`config.mk`:
```
export PLATFORM = sky130hd
export DESIGN_NAME = int_ctrl
export DESIGN_NICKNAME = d
export VERILOG_FILES = /design/src/rtl/int_pkg.sv /design/src/rtl/int_prio_enc.sv /design/src/rtl/int_ctrl.sv
export SDC_FILE = /design/constraint.sdc
export NUM_CORES = 1
export LEC_CHECK = 0
export CORE_MARGIN = 8
export CORE_UTILIZATION = 34
export DETAILED_ROUTE_END_ITERATION = 6
export PLACE_DENSITY = 0.84
export SETUP_SLACK_MARGIN = 0.3
export SKIP_CTS_REPAIR_TIMING = 1
export SYNTH_ARGS = -nofsm -noshare
export SYNTH_HDL_FRONTEND = slang
export SYNTH_SLANG_ARGS = --single-unit
```
`constraint.sdc`:
```
create_clock -name clk -period 1.82 [get_ports clk]
set_input_delay 0.455 -clock clk [delete_from_list [all_inputs] [get_ports clk]]
set_output_delay 0.455 -clock clk [all_outputs]
set_load 0.05 [all_outputs]
```
`src/rtl/int_pkg.sv`:
```
// -----------------------------------------------------------------------------
// int_pkg -- shared definitions for the interrupt controller.
//   state_e          : controller FSM states
//   cause_e          : encoding of the latched request line
//   VEC_BASE_DEFAULT : default trap vector base address
// -----------------------------------------------------------------------------
package int_pkg;

  localparam int          NUM_LINES        = 3;
  localparam logic [31:0] VEC_BASE_DEFAULT = 32'h0000_0100;

  typedef enum logic [2:0] {
    IDLE,
    DRAIN,
    REDIRECT,
    ACK,
    HANDLER
  } state_e;

  typedef enum logic [1:0] {
    CAUSE_LINE0 = 2'd0,
    CAUSE_LINE1 = 2'd1,
    CAUSE_LINE2 = 2'd2
  } cause_e;

endpackage

```
`src/rtl/int_prio_enc.sv`:
```
// -----------------------------------------------------------------------------
// int_prio_enc -- fixed-priority encoder for the active-low request lines.
// Ports:
//   oint_n [2:0] in  : request lines, active-low, bit0 highest priority
//   valid        out : at least one line is requesting
//   cause  [1:0] out : number of the highest-priority requesting line
// -----------------------------------------------------------------------------
module int_prio_enc
  import int_pkg::*;
(
  input  logic [2:0] oint_n,
  output logic       valid,
  output logic [1:0] cause
);

  assign valid = ~&oint_n;

  always_comb begin
    cause = CAUSE_LINE0;
    if (!oint_n[0])      cause = CAUSE_LINE0;
    else if (!oint_n[1]) cause = CAUSE_LINE1;
    else if (!oint_n[2]) cause = CAUSE_LINE2;
  end

endmodule

```
`src/rtl/int_ctrl.sv`:
```
// -----------------------------------------------------------------------------
// int_ctrl -- single-level interrupt controller for the pipeline.
// Takes a request, drains the MEM stage, redirects fetch to the trap vector,
// acknowledges the source, and returns to the saved PC on mret. No nesting.
//
// Parameters:
//   VEC_BASE    : trap vector base address
//   ACK_TIMEOUT : maximum number of cycles iack_n is held low
// Build option:
//   INT_VECTORED_EN : vector address = VEC_BASE + 4*cause (else VEC_BASE)
//
// Ports:
//   clk, rst                 : clock, asynchronous active-low reset
//   oint_n[2:0]              : level request lines, active-low, bit0 first
//   int_en                   : global interrupt enable
//   mret                     : one-cycle return pulse from EX
//   mem_pending              : MEM stage has an outstanding data access
//   branch_PC_contral        : taken branch resolved in MEM this cycle
//   branch_PC[31:0]          : that branch's target
//   resume_pc[31:0]          : PC of the oldest uncommitted instruction
//   int_stall / int_flush    : hold IF / nop IF, ID, EX
//   int_redirect, int_pc     : one-cycle PC load and the PC to load
//   epc[31:0], cause[1:0]    : saved return PC and latched line number
//   iack_n                   : interrupt acknowledge, active-low
//   in_handler               : handler is executing
// -----------------------------------------------------------------------------
module int_ctrl
  import int_pkg::*;
#(
  parameter logic [31:0] VEC_BASE    = VEC_BASE_DEFAULT,
  parameter int          ACK_TIMEOUT = 15
) (
  input  logic        clk,
  input  logic        rst,
  input  logic [2:0]  oint_n,
  input  logic        int_en,
  input  logic        mret,
  input  logic        mem_pending,
  input  logic        branch_PC_contral,
  input  logic [31:0] branch_PC,
  input  logic [31:0] resume_pc,
  output logic        int_stall,
  output logic        int_flush,
  output logic        int_redirect,
  output logic [31:0] int_pc,
  output logic [31:0] epc,
  output logic [1:0]  cause,
  output logic        iack_n,
  output logic        in_handler
);

  localparam int            CNT_W   = (ACK_TIMEOUT < 1) ? 1 : $clog2(ACK_TIMEOUT + 1);
  localparam logic [CNT_W-1:0] CNT_MAX = CNT_W'(ACK_TIMEOUT);

  state_e            state, state_next;
  logic [CNT_W-1:0]  ack_cnt, ack_cnt_next;
  logic              req_valid;
  logic [1:0]        req_cause;
  logic              line_released;
  logic              ack_last;
  logic [31:0]       vec_addr;

  int_prio_enc u_prio (
    .oint_n (oint_n),
    .valid  (req_valid),
    .cause  (req_cause)
  );

`ifdef INT_VECTORED_EN
  assign vec_addr = VEC_BASE + {28'd0, cause, 2'b00};
`else
  assign vec_addr = VEC_BASE;
`endif

  // The acknowledged source releases its line by driving it high again.
  always_comb begin
    case (cause)
      2'd0:    line_released = oint_n[0];
      2'd1:    line_released = oint_n[1];
      default: line_released = oint_n[2];
    endcase
  end

  // ack_cnt counts completed ACK cycles; this one is the last if it is the
  // ACK_TIMEOUT-th.
  assign ack_last = (32'(ack_cnt) + 32'd1) >= 32'(ACK_TIMEOUT);

  // NOTE: epc and cause are datapath registers but are still reset, because
  // their reset values are visible on the ports and must be deterministic.
  always_ff @(posedge clk or negedge rst) begin
    if (!rst) begin
      state   <= IDLE;
      ack_cnt <= '0;
      epc     <= '0;
      cause   <= '0;
    end else begin
      // NOTE: non-blocking assignments so every register samples the values
      // from before this edge, independent of statement order.
      state   <= state_next;
      ack_cnt <= ack_cnt_next;
      if (state == IDLE && int_en && req_valid) begin
        cause <= req_cause;
        epc   <= branch_PC_contral ? branch_PC : resume_pc;
      end else if (state == DRAIN && branch_PC_contral) begin
        // A branch resolving while draining is the true continuation point.
        epc <= branch_PC;
      end
    end
  end

  always_comb begin
    // NOTE: every output gets a default first so no path through the case
    // leaves a signal unassigned and infers a latch.
    state_next   = state;
    ack_cnt_next = '0;
    int_stall    = 1'b0;
    int_flush    = 1'b0;
    int_redirect = 1'b0;
    int_pc       = '0;
    iack_n       = 1'b1;
    in_handler   = 1'b0;

    case (state)
      IDLE: begin
        if (int_en && req_valid) state_next = DRAIN;
      end
      DRAIN: begin
        int_stall = 1'b1;
        int_flush = 1'b1;
        if (!mem_pending) state_next = REDIRECT;
      end
      REDIRECT: begin
        int_stall    = 1'b1;
        int_redirect = 1'b1;
        int_pc       = vec_addr;
        state_next   = ACK;
      end
      ACK: begin
        iack_n = 1'b0;
        if (line_released || ack_last) begin
          state_next = HANDLER;
        end else begin
          ack_cnt_next = (ack_cnt == CNT_MAX) ? ack_cnt : ack_cnt + CNT_W'(1);
        end
      end
      HANDLER: begin
        in_handler = 1'b1;
        // Requests are masked here; mret always wins over a pending line.
        if (mret) begin
          int_redirect = 1'b1;
          int_pc       = epc;
          state_next   = IDLE;
        end
      end
      default: state_next = IDLE;
    endcase
  end

endmodule

```
==> results of run 1 <==
## flip-flops by register name, indices dropped and copies added (netlist names)
name     cells
state        3
cause        2
ack_cnt      4
epc         32
## worst max path at each step
stage          slack, ns  depth (start not counted)          to
2_1_floorplan      -0.15                          8      epc[0]
3_3_place_gp       -0.58                          6     epc[24]
3_5_place_dp       -0.64                          6     epc[12]
5_1_grt            -0.41                          6  int_pc[22]
6_report           -0.34                          6  int_pc[22]
4_1_cts            -0.35                          5   int_pc[2]
## power by group through the flow
stage          combinational, mW  sequential, mW  clock (mW)
6_report                    5.28            1.75       0.888
5_1_grt                     5.56            1.81       0.942
4_1_cts                     4.79            1.74       0.908
3_5_place_dp                4.79            1.75           0
3_3_place_gp                4.67            1.70           0
2_1_floorplan               1.69            3.01           0
## worst max-delay path: stages (launching register included)
cell	delay, ns
dfrtp_1	0.40
buf_6	0.14
nor3b_4	0.29
buf_4	0.18
buf_6	0.10
and3_4	0.19
buf_12	0.13
## per-layer routing
metal	track usage	routed length (µm)
met5	0	0
met4	0.06257	225
met3	0.06342	656
met2	0.3306	5026
met1	0.1928	3582
## metrics by stage
stage          worst slack, ns  std cells  cell area [µm²]  hold slack, ns  TNS, ns
2_1_floorplan          -0.1512        242             2608          0.1594   -5.024
5_1_grt                -0.4116        486             4895          0.1583   -20.08
3_3_place_gp           -0.5826        463             4468          0.4505   -26.67
4_1_cts                -0.3471        471             4606          0.1353   -20.34
6_report               -0.3369        486             4895          0.1344   -16.44
3_5_place_dp           -0.6373        463             4468          0.4571   -28.50
## layout make-up
cell class | count | share of cell area
Clock inverter | 3 | 0.01406
Sequential cell | 41 | 0.2101
Timing Repair Buffer | 180 | 0.4384
Multi-Input combinational cell | 173 | 0.2998
Inverter | 4 | 0.003067
Clock buffer | 5 | 0.01406
Tap cell | 80 | 0.02045
## synth_stat cells
library cell / number
clkbuf_2: 1
ha_1: 2
and3_1: 32
mux2i_1: 1
a2bb2oi_1: 1
o211ai_1: 1
a32o_1: 1
buf_6: 4
o22ai_2: 30
buf_1: 2
nor2_1: 7
buf_2: 2
nand4b_1: 1
dfrtp_1: 41
inv_1: 4
clkbuf_1: 15
or4b_1: 1
o22ai_1: 2
nand2b_1: 2
o21bai_1: 1
nor3b_1: 3
xor2_1: 1
nand3_1: 3
a311o_1: 1
or3_1: 1
nand4_1: 1
a21oi_1: 4
o31ai_1: 2
xnor2_1: 2
nand3b_1: 1
o21ai_0: 4
nand2_1: 34
o21ai_1: 30
nor2b_1: 3
or2_2: 1
## cell families (layout without fill, tap and decap cells)
family	Yosys count	after routing	synth area share
and+or+nand+nor	90	90	0.2008
adders and majority gates	2	2	0.01073
muxes	1	1	0.004294
buffers and inverters	28	192	0.05958
AOI/OAI and AO/OA	77	77	0.2732
xor gates and xnor gates	3	3	0.01127
DFF	41	41	0.4401
==> reports/metrics.cfg, run 1 <==
[placement]
gpl.final_weighted_congestion = 0.7851
port_buffers = 143
dp_hpwl_um = 7261

[synthesis]
synth_nets = 317
ys_ff_latch = 41
postSynthCellCount = 242
synth_area_leaders = dfrtp_1 (44%), o22ai_2 (16%), and3_1 (8.6%), o21ai_1 (6.4%), nand2_1 (5.5%)
synth_cell_types = 35
synth_top_area_frac = 0.4402
netlist_area_um2 = 2331
synth_top_cell_by_area = dfrtp_1
yosysWarningCount = 0
synth_seq_area_share = 0.4402
syn_avg_cell_area_um2 = 9.632

[setup_path]
worst-setup-path-type = reg -> out
endpoint_kind = primary output
worstPathRequired_ns = 1.36
regToRegStartpoint = state[2]
start_kind = flop
reg2reg_to = epc[24]
critPathLaunch = state[1]
reg2reg_depth = 5
cp_data_arrival_time_ns = 1.70
r2r_setup_slack_ns = -0.07
critPathMaxFanout = 4

[status]
violations = negative setup slack
status = complete, but fails checks

[timing]
setup_viol = 68
finalCritPeriodShare = 1.185
finalHoldViolations = 0
slew_violations = 0
rsz0062_at_grt = yes
worstMarginPinSlew_ns = 0.5286
clock.fmax_ghz = 0.4636
finalCriticalPeriod_ns = 2.157
relSlewSlack = 0.6476
worst_slack_ns = -0.3369
skew_ns = 0.006196

[routing]
drt_iter0_drc = 88
vias = 2537
wl_um = 9491
drcViolationCount = 0
vias_per_cell = 5.220
first_pass_iters = 5
ant_nets = 0
wl_per_cell_um = 19.53

[pwr]
p_int_mw = 4.029
p_sw_mw = 3.887
power_frac_clock = 0.112
p_sw_frac = 0.4910
p_per_area_nw_per_um2 = 1617
combPwrFrac = 0.667
vdd_drop_max_mv = 1.222
power_leakage_nw = 2.074
power.total_mw = 7.916
seqPwrFrac = 0.221

[grt]
gr-usage-all-layers = 0.1833
grt.overflow.total = 0
grt_pass1_wl_um = 14460
antenna_found_initial = 0
grt_pass1_vias = 2822
grt_max_degree = 30

[die]
start_util = 0.3469
core_area_um2 = 6719
die_h_um = 98.80
io_pins = 144
die_w_um = 98.80
rows = 30
design.die.area_um2 = 9761

[finish]
nFillCells = 453
seqCellArea_um2 = 1028
multi_input_area_um2 = 1468
area_growth_pct = 110.0
fin_util = 0.7285
final_cell_mix = clkdlybuf4s50_1 (70), buf_4 (53), buf_12 (44), dfrtp_1 (39)
layout_commonest_cell = clkdlybuf4s50_1
nNetsFinal = 480
drive_above_1_share = 0.4852
n_antenna_cell = 0

[cts]
numCtsBuffers = 5
htreeDepth = 2
root_buffer = clkbuf_8
clock_path_buffers = 2
insertion_delay_ns = 0.29
cts_sinks = 41
cts_tree = yes
clkTransAtPathRegs_ns = 0.08

[worst_hold_path]
hold_class = in -> async

[flow_run]
max_cap_viol_count = 0

Note: power is estimated with default switching activity, not from simulation.
==> inputs of run 2 (changes only) <==
- GPL_TIMING_DRIVEN: not set -> 1
==> results of run 2 <==
Final layout, timing and power as in run 1 (identical DEF).
==> inputs of run 3 (changes only) <==
- CORE_MARGIN: 8 -> 5
==> reports/metrics.cfg, run 3 (same netlist as run 1, synthesis figures left out) <==
[status]
status = complete, but fails checks
violations = negative setup slack

[setup_path]
worst-setup-path-type = reg -> out
cpLargestDelayFamily = buffers and inverters
worstPathCellList = buf_6 > nor3b_4 > buf_6 > clkbuf_16 > and3_4 > buf_12
critPathMaxFanout = 6  ; +2
reg2reg_depth = 5  ; unchanged
crit_buf_inv = 4  ; unchanged
worstPathRequired_ns = 1.36  ; about the same
slowest_stage = dfrtp_1
max_stage_delay_ns = 0.40  ; about the same
r2r_setup_slack_ns = -0.03  ; +0.04 ns
cp_data_arrival_time_ns = 1.66  ; -0.04 ns
crit_end = int_pc[5]
endpoint_kind = primary output
cpMostUsedCell = buf_6
cp.depth = 6  ; unchanged
start_kind = flop
regToRegStartpoint = state[2]
reg2reg_to = epc[3]
critPathLaunch = state[0]

[flow_run]
max_cap_viol_count = 0  ; unchanged

[timing]
setup_viol = 68  ; unchanged
finalCritPeriodShare = 1.159  ; -0.02574
rsz0062_at_grt = yes
holdWs_ns = 0.1335  ; -0.0009450 ns
worst_slack_ns = -0.2901  ; +0.04685 ns
slew_violations = 0  ; unchanged
tns_ns = -15.41  ; +1.035 ns
finalCriticalPeriod_ns = 2.110  ; -0.04685 ns
relSlewSlack = 0.6620  ; +0.01435
clock.fmax_ghz = 0.4739  ; +2.2%
skew_ns = 0.009939  ; +0.003743 ns
worstMarginPinSlew_ns = 0.5071  ; -0.02153 ns
finalHoldViolations = 0  ; unchanged

[routing]
wl_um = 8790  ; -7.4%
drt_iter0_drc = 71  ; -19%
ant_nets = 0  ; unchanged
vias_per_cell = 5.176  ; -0.85%
wl_per_cell_um = 17.98  ; -8.0%
drcViolationCount = 0  ; unchanged
first_pass_iters = 4  ; -1
vias = 2531  ; -0.24%

[grt]
grt_pass1_wl_um = 13040  ; -9.8%
grt_max_degree = 29  ; -3.3%
gr-usage-all-layers = 0.1888  ; +0.005549
antenna_found_initial = 0  ; unchanged
grt_pass1_vias = 2603  ; -7.8%
grt.overflow.total = 0  ; unchanged

[finish]
reg_top3 = epc x32, ack_cnt x4, state x3
area_growth_pct = 107.2
nFillCells = 476  ; +5.1%
n_antenna_cell = 0  ; unchanged
layout_commonest_cell = clkdlybuf4s50_1
stdcell_count = 489  ; +0.62%
nNetsFinal = 483  ; +0.63%
final_cell_mix = clkdlybuf4s50_1 (70), buf_4 (55), buf_12 (41), dfrtp_1 (40), nand2_1 (33)
largest_register = epc
fin_util = 0.7188  ; -0.009684
drive_above_1_share = 0.4792  ; -0.006004
largest_reg_flops = 32  ; unchanged

[cts]
cts_sinks = 41  ; unchanged
root_buffer = clkbuf_8
clock_path_buffers = 2  ; unchanged
numCtsBuffers = 5  ; unchanged
htreeDepth = 2  ; unchanged
insertion_delay_ns = 0.28  ; about the same
clkTransAtPathRegs_ns = 0.08  ; about the same
cts_tree = yes

[placement]
gpl.final_weighted_congestion = 0.7630  ; -2.8%
dp.cells = 464  ; +0.22%
dp_hpwl_um = 6566  ; -9.6%
port_buffers = 143  ; unchanged

[die]
die_w_um = 92.80  ; -6.1%
io_pins = 144  ; unchanged
start_util = 0.3469  ; unchanged
rows = 30  ; unchanged
die_h_um = 92.80  ; -6.1%
core_area_um2 = 6719  ; unchanged
design.die.area_um2 = 8612  ; -12%

[worst_hold_path]
hold_class = in -> async

[pwr]
power_leakage_nw = 2.058  ; -0.79%
p_per_area_nw_per_um2 = 1556  ; -3.8%
vdd_drop_max_mv = 1.102  ; -9.9%

==> run 3: changes by cell type in the layout (fill, tap and decap cells not counted), sizes merged <==
cell    previous run  this run
buf              108       110
inv                4         3
bufinv             2         0
clkbuf             6        10
==> run 3: worst min path at each step <==
stage               cells past startpoint         end  slack [ns]
finish                                  1    state[0]        0.13
global route                            1  ack_cnt[1]        0.16
CTS                                     1    state[0]        0.14
detailed placement                      1      epc[9]        0.45
global placement                        1      epc[9]        0.44
floorplan                               0  ack_cnt[0]        0.16
==> run 3: area by class of cell <==
cell class / count / area [µm²] / area share
Multi-Input combinational cell: 173 / 1441 / 0.2984
Inverter: 4 / 15.01 / 0.003109
Tap cell: 80 / 100.1 / 0.02073
Sequential cell: 41 / 1027 / 0.2127
Timing Repair Buffer: 183 / 2156 / 0.4464
Clock buffer: 8 / 90.09 / 0.01865
==> run 3: per-stage QoR <==
| step | power [mW] | cell area [µm²] | setup WS [ns] |
|---|---|---|---|
| 6_report | 7.514 | 4830 | -0.2901 |
| 5_1_grt | 7.913 | 4830 | -0.3499 |
| 4_1_cts | 7.119 | 4553 | -0.3508 |
| 3_5_place_dp | 6.503 | 4463 | -0.6460 |
| 3_3_place_gp | 6.371 | 4463 | -0.5940 |
| 2_1_floorplan | 4.703 | 2608 | -0.1512 |
==> run 3: layer usage <==
layer | global-route usage | share of wire
met1 | 0.2190 | 0.39
met5 | 0 | 0
met2 | 0.3419 | 0.54
met3 | 0.05199 | 0.064
met4 | 0.04640 | 0.010
==> run 3: worst reg2reg max path, delay by kind of cell, from the launching register on <==
kind / cells / cell delay [ns]
simple gates: 2 / 0.94
flops: 1 / 0.40
compound gates: 2 / 0.21
buf+inv: 1 / 0.18
==> run 3: power by group <==
group	internal [mW]	switching, mW
Sequential	1.35	0.373
Clock	0.310	0.296
Combinational	2.08	3.10
Total	3.75	3.77
